### src/rtl/rd_req_fifo.sv
// Read-request address buffer for one crossbar slave port: captures acked read addresses
// in order and presents them downstream over valid/ready, driving fifo_full back to the ack controller.
module rd_req_fifo #(
  parameter int unsigned AWIDTH = 32,
  parameter int unsigned DEPTH  = 4
) (
  input  logic                       aclk,
  input  logic                       aresetn,
  input  logic                       req,
  input  logic                       cmd,
  input  logic [AWIDTH-1:0]          addr,
  input  logic                       ack,
  output logic                       fifo_full,
  output logic [AWIDTH-1:0]          m_addr,
  output logic                       m_valid,
  input  logic                       m_ready,
  output logic [$clog2(DEPTH):0]     count,
  output logic                       overflow
);

  localparam int unsigned PtrW = $clog2(DEPTH);
  localparam int unsigned CntW = PtrW + 1;

  logic [AWIDTH-1:0] mem [DEPTH];
  logic [PtrW-1:0]   wr_ptr_q, wr_ptr_d;
  logic [PtrW-1:0]   rd_ptr_q, rd_ptr_d;
  logic [CntW-1:0]   count_q, count_d;
  logic              ack_d_q;
  logic              overflow_q, overflow_d;

  logic push_req;
  logic push_acc;
  logic pop;

  assign fifo_full = (count_q == CntW'(DEPTH));
  assign m_valid   = (count_q != '0);
  // Gate with m_valid so the head reads as zero after reset instead of stale storage.
  assign m_addr    = m_valid ? mem[rd_ptr_q] : '0;
  assign count     = count_q;
  assign overflow  = overflow_q;

  // Only the rising edge of ack during a read counts, so a held ack pushes once.
  assign push_req = ack & ~ack_d_q & req & ~cmd;
  assign pop      = m_valid & m_ready;
  assign push_acc = push_req & (~fifo_full | pop);

  always_comb begin
    wr_ptr_d   = wr_ptr_q;
    rd_ptr_d   = rd_ptr_q;
    count_d    = count_q;
    overflow_d = overflow_q;
    if (push_acc) begin
      wr_ptr_d = wr_ptr_q + PtrW'(1);
    end
    if (pop) begin
      rd_ptr_d = rd_ptr_q + PtrW'(1);
    end
    if (push_acc && !pop) begin
      count_d = count_q + CntW'(1);
    end else if (!push_acc && pop) begin
      count_d = count_q - CntW'(1);
    end
    if (push_req && fifo_full && !pop) begin
      overflow_d = 1'b1;
    end
  end

  always_ff @(posedge aclk or negedge aresetn) begin
    if (!aresetn) begin
      wr_ptr_q   <= '0;
      rd_ptr_q   <= '0;
      count_q    <= '0;
      ack_d_q    <= 1'b0;
      overflow_q <= 1'b0;
    end else begin
      wr_ptr_q   <= wr_ptr_d;
      rd_ptr_q   <= rd_ptr_d;
      count_q    <= count_d;
      ack_d_q    <= ack;
      overflow_q <= overflow_d;
    end
  end

  // Storage needs no reset; occupancy alone decides what is valid.
  always_ff @(posedge aclk) begin
    if (push_acc) begin
      mem[wr_ptr_q] <= addr;
    end
  end

endmodule

### config.mk
export PLATFORM = sky130hd
export DESIGN_NAME = rd_req_fifo
export DESIGN_NICKNAME = d
export VERILOG_FILES = /design/src/rtl/rd_req_fifo.sv
export SDC_FILE = /design/constraint.sdc
export NUM_CORES = 1
export LEC_CHECK = 0
export BUFFER_PORTS_ARGS = -buffer_cell sky130_fd_sc_hd__buf_2
export CORE_MARGIN = 4
export CORE_UTILIZATION = 50
export DETAILED_ROUTE_END_ITERATION = 6
export GPL_TIMING_DRIVEN = 1
export PLACE_DENSITY = 0.83
export REMOVE_ABC_BUFFERS = 1
export SLEW_MARGIN = 10
export SYNTH_ARGS = -nofsm -noshare
export SYNTH_HDL_FRONTEND = slang
export SYNTH_SLANG_ARGS = --single-unit
export TNS_END_PERCENT = 100
### constraint.sdc
create_clock -name aclk -period 2.3 [get_ports aclk]
set_input_delay 0.115 -clock aclk [delete_from_list [all_inputs] [get_ports aclk]]
set_output_delay 0.115 -clock aclk [all_outputs]
set_load 0.005 [all_outputs]
After elaboration in Yosys (flattened, before gate mapping)

Memory sizes are Yosys's and may differ from the RTL's.
Cells that the tools add are included.

RAM bits: 128
Memory bits (read-only): 0
Output and inout bits: 38
Register bits: 9
Input port bits: 38
Logic and storage cells: 33
Bits in latches: 0
Memories kept: 1

Bitwise logic cells: 9
Add/sub/neg operators: 4
Magnitude comparators: 0
$mul: 0
Equality and inequality tests: 1
Shift operators: 0
Reductions and logical operators: 8
Divide/modulo/power cells: 0
Multiplexer cells: 5

Memory list:

| name | depth | width | rd ports | clocked after memory_dff | write ports | line | RTL |
|---|---|---|---|---|---|---|---|
| mem  | 4     | 32    | 1        | 0                        | 1           | 24   | `logic [AWIDTH-1:0] mem [DEPTH];` |

Operator list:

| cell                                              | count |
|---|---|
| two-way mux 32 bit                                | 1 |
| two-way mux 3 bit                                 | 2 |
| AND 1 bit                                         | 5 |
| adder 2 x 1 -> 2 bit (second input constant)      | 2 |
| logical AND 1 bit                                 | 4 |
| adder 3 x 1 -> 3 bit (second input constant)      | 1 |
| equality test 3 bit (second input constant)       | 1 |
| NOT 1 bit                                         | 3 |
| nonzero test 3 bit                                | 1 |
| subtractor 3 x 1 -> 3 bit (second input constant) | 1 |
| logical NOT 1 bit                                 | 2 |
| two-way mux 1 bit                                 | 2 |
| nonzero test 2 bit                                | 1 |
| OR 1 bit                                          | 1 |

Logic depth before layout (Yosys ltp)

Depth after elaboration: 9
Gate-level depth with buffers: 9
Mapped depth without buffers: 8

Worst setup path after synthesis

No wires, ideal clock.

Path type: register to register
Start point: register ack_d_q
End point: memory mem[0][0] (enable)
Path slack: 151 ps
Data required time: 1908 ps
Period minus slack after synthesis: 2149 ps
Library setup time: 392 ps
Stages on the path, launching flop included: 5
Path buffers: 1
Arrival: 1757 ps
Cell sequence: dfrtp_1 -> nor4bb_1 -> nor2b_1 -> buf_2 -> and2_1

Word-level cells in the longest chain between the ends: 7

Ends and longest elaborated chain:

| element                                 | line | RTL |
|---|---|---|
| from (decl)                             | 28   | `logic ack_d_q;` |
| from (signal assigned)                  | 79   | `ack_d_q <= ack;` |
| NOT 1 bit                               | 43   | `assign push_req = ack & ~ack_d_q & req & ~cmd;` |
| AND 1 bit (3 in a row)                  | 43   |  |
| AND 1 bit                               | 45   | `assign push_acc = push_req & (~fifo_full \| pop);` |
| via push_acc                            | 32   | `logic push_acc;` |
| two-way mux 1 bit                       | 86   | `if (push_acc) begin` |
| two-way mux 1 bit (implied by the code) | 87   | `mem[wr_ptr_q] <= addr;` |
| to (decl)                               | 24   |  |

The timed path passes the listed nets, and every way through them passes these cells.

Final worst setup path

Start point: register rd_ptr_q[0]
End point: output m_addr[29]

Word-level cells in the longest chain between the ends: 2

Ends and longest elaborated chain:

| element                  | line | RTL |
|---|---|---|
| from (decl)              | 26   | `logic [PtrW-1:0] rd_ptr_q, rd_ptr_d;` |
| from (signal assigned)   | 77   | `rd_ptr_q <= rd_ptr_d;` |
| memory read (4 x 32 bit) | --   |  |
| two-way mux 32 bit       | 38   | `assign m_addr = m_valid ? mem[rd_ptr_q] : '0;` |
| to (decl)                | 14   | `output logic [AWIDTH-1:0] m_addr,` |

No other way between the ends.

==> run_results.csv <==
group,metric,value,unit
status,status,"finished, final reports clean",
route,wl_met1,4130,microns
setup_path,critPathSlowestCell,"mux4_2",
setup_path,cp_num_cells,4,
floorplanning,die_y,112,microns
yosys,muxShareOfSynthArea,14.1,%
route,wl_met3,473,microns
timing,period_needed,2.14,ns
timing,skew,0.00461,ns
timing,fmax,0.467,GHz
power,clkPwrFrac,33.6,%
global_route,track_usage,16.8,%
timing,setup_slack,0.158,ns
clock_network,cts_root_buf,"clkbuf_8",
yosys,synth-simple-area-share,5.26,%
floorplanning,start_util,51.6,%
global_route,grt_overflow,0,
floorplanning,core_area,10400,sq um
setup_path,cp-start-kind,"flip-flop",
setup_path,cp_top_family,"multiplexers",
route,num_vias,2775,
yosys,avgSynthCellArea,22.0,sq um
route,routed_via_density,5.30,
clock_network,cts_sinks,137,
worst_hold_path,whs_path_depth,3,
timing,tightest_slew,0.408,ns
final_layout,final_nets,420,
setup_path,crit_arrival,2.03,ns
global_route,grt_pass1_wl,15900,microns
final_layout,final_cell_area,6890,sq um
setup_path,reg2regPathDepth,8,
route,final_antenna_net_count,0,
route,routed-wl-met2,5210,microns
yosys,ys_types,25,
power,power_density,1120,nW/um^2
final_layout,fill_cells,694,
power,swShare,26.0,%
setup_path,max_stage_delay,0.54,ns
yosys,yosysWarnings,0,
power,pwr-share-seq,39.7,%
power,leakage,2.50,nW
timing,hold_viol_final,0,
clock_network,ctsHtreeMaxLevel,4,
timing,rsz0062_at_grt,"false",
timing,fin_crit_sh,93.1,%
timing,finalSetupViolations,0,
setup_path,cp_num_buf_inv,2,
final_layout,layout_common_cells,"edfxtp_1 (128), buf_2 (75), dlygate4sd3_1 (37)",
yosys,seq_area_frac_synth,75.7,%
clock_network,clock_latency,0.51,ns
final_layout,layout_commonest_cell,"edfxtp_1",
setup_path,cp_max_fo,25,
timing,maxSlewViolCount,0,
yosys,synth-xor-area-share,0.978,%
clock_network,cts_tree,"yes",
yosys,syn_area,5380,sq um
floorplanning,die_w,112,microns
route,wl,9930,microns
route,firstDrtPassIters,4,
place,place_ws,0.223,ns
power,switchingPower,2.00,mW
yosys,synth_top_family_by_area,"multiplexers",
route,drtIter0Drc,154,
setup_path,cp_cell_sequence,"buf_16, mux4_2, and2_1, buf_2",
yosys,ys_seq_elements,137,
clock_network,cts_buffers,17,
final_layout,area_growth,28.2,%
global_route,grt_max_degree,35,
setup_path,crit_type,"flip-flop to output pin",
power,irDropWorstVdd,656,uV
run,maxCapViolCount,0,
place,routabilityCongestion,0.712,
route,wl_per_cell,18.9,microns
final_layout,final_layout_size_suffix_gt1_share,39.7,%
power,power.share.combinational,26.7,%
floorplanning,row_count,37,
place,io_buffers,75,
yosys,synth_compound_area_share,0.140,%
setup_path,end_kind,"output pin",
final_layout,antenna_cells,0,
yosys,synthCells,244,
floorplanning,die-area,12500,sq um
global_route,grt_pass1_vias,2968,
power,p_int,5.69,mW
setup_path,crit_required,2.18,ns
place,hpwl,5820,microns
worst_hold_path,hold_class,"input port to flip-flop",
floorplanning,io_pins,76,
place,dpl_cell_area,5930,sq um
timing,slew_headroom,72.7,%
yosys,synthAdderAreaFrac,1.54,%
route,top_layer_used,"met4",
global_route,antenna_found_initial,0,
route,drc_errors,0,
clock_network,path_clk_slew,0.06,ns
clock_network,cts_buffer_depth,2,
-- worst paths after layout --
path | startpoint | to | slack (ns)
max | rd_ptr_q[0] | m_addr[29] | 0.16
min reg2reg | overflow | overflow | 0.46
min | req | overflow | 0.05
max in group asynchronous | aresetn | rd_ptr_q[1] | 1.37
max reg2reg | count[0] | count[2] | 0.21
min in group asynchronous | aresetn | rd_ptr_q[0] | 0.60
-- power groups by stage --
stage	registers, mW	clock network (mW)	logic, mW
6_report	3.05	2.59	2.05
5_1_grt	3.08	2.77	2.26
4_1_cts	3.05	2.64	2.11
3_5_place_dp	3.13	0	1.97
3_3_place_gp	3.11	0	1.94
2_1_floorplan	3.19	0	1.06
-- sequential cells by signal, indices dropped and copies added (netlist names) --
register / cells
overflow: 1
wr_ptr_q: 2
count: 3
ack_d_q: 1
mem: 128
rd_ptr_q: 2
-- kinds of logic (layout without fill, tap and decap cells) --
family,after synthesis,after routing
flops,137,137
simple gates,44,44
mux,34,34
buf+inv,16,160
fa+ha+maj,6,6
xor+xnor,6,6
compound gates,1,1
-- repair_timing --
action	4_1_cts	5_1_grt
setup endpoints to repair	25	9
hold buffers	37	0
endpoints found under the hold margin	141	0
resized for setup	2	1
buffers inserted	1	0
pin swaps	0	0
-- cells in the mapped netlist --
cell type | instances | area share (%)
a21o_1 | 1 | 0.14
and2_1 | 36 | 4.2
buf_12 | 3 | 1.1
buf_2 | 5 | 0.47
buf_6 | 1 | 0.21
clkbuf_1 | 4 | 0.28
dfrtp_1 | 9 | 4.2
edfxtp_1 | 128 | 72
fa_1 | 1 | 0.37
ha_1 | 5 | 1.2
inv_1 | 3 | 0.21
mux2_1 | 1 | 0.21
mux2_2 | 1 | 0.21
mux4_1 | 4 | 2.0
mux4_2 | 28 | 12
nand2_1 | 1 | 0.070
nand3_1 | 1 | 0.093
nor2_1 | 1 | 0.070
nor2b_1 | 1 | 0.12
nor3b_1 | 1 | 0.14
nor4b_2 | 1 | 0.28
nor4bb_1 | 1 | 0.19
or3_1 | 1 | 0.12
xnor2_1 | 4 | 0.65
xor2_1 | 2 | 0.33
-- worst min-delay path, delay by kind of cell --
| kind | cells | cell delay (ns) |
|---|---|---|
| and+or+nand+nor | 1 | 0.14 |
| buffers and inverters | 1 | 0.10 |
| AOI/OAI and AO/OA | 1 | 0.17 |
-- area by class of cell --
cell class	instances	area [sq um]	area share, %
well taps	136	170	2.47
repair buffers	126	871	12.6
inverters	3	11.3	0.163
multi-input cells	91	1190	17.3
flip-flops and latches	137	4080	59.2
clock inverters	14	158	2.29
clock buffers	17	414	6.01
-- stage by stage --
| step | cells | total power, mW | setup TNS [ns] | hold WS, ns | util, % |
|---|---|---|---|---|---|
| 2_1_floorplan | 231 | 4.25 | -0.194 | -0.181 | - |
| 3_3_place_gp | 455 | 5.05 | 0 | -0.0283 | 56.9 |
| 3_5_place_dp | 455 | 5.10 | 0 | -0.0216 | 56.9 |
| 4_1_cts | 524 | 7.80 | 0 | 0.0145 | 66.1 |
| 5_1_grt | 524 | 8.11 | 0 | 0.0390 | 66.1 |
| 6_report | 524 | 7.70 | 0 | 0.0489 | 66.1 |
-- routing by layer --
| layer | track usage (%) | vias up |
|---|---|---|
| met5 | 0 | - |
| met4 | 5.03 | 0 |
| met3 | 5.00 | 14 |
| met2 | 28.1 | 72 |
| met1 | 21.6 | 1447 |
| li1 | - | 1242 |
No activity file was read; power rests on OpenSTA's default activity.
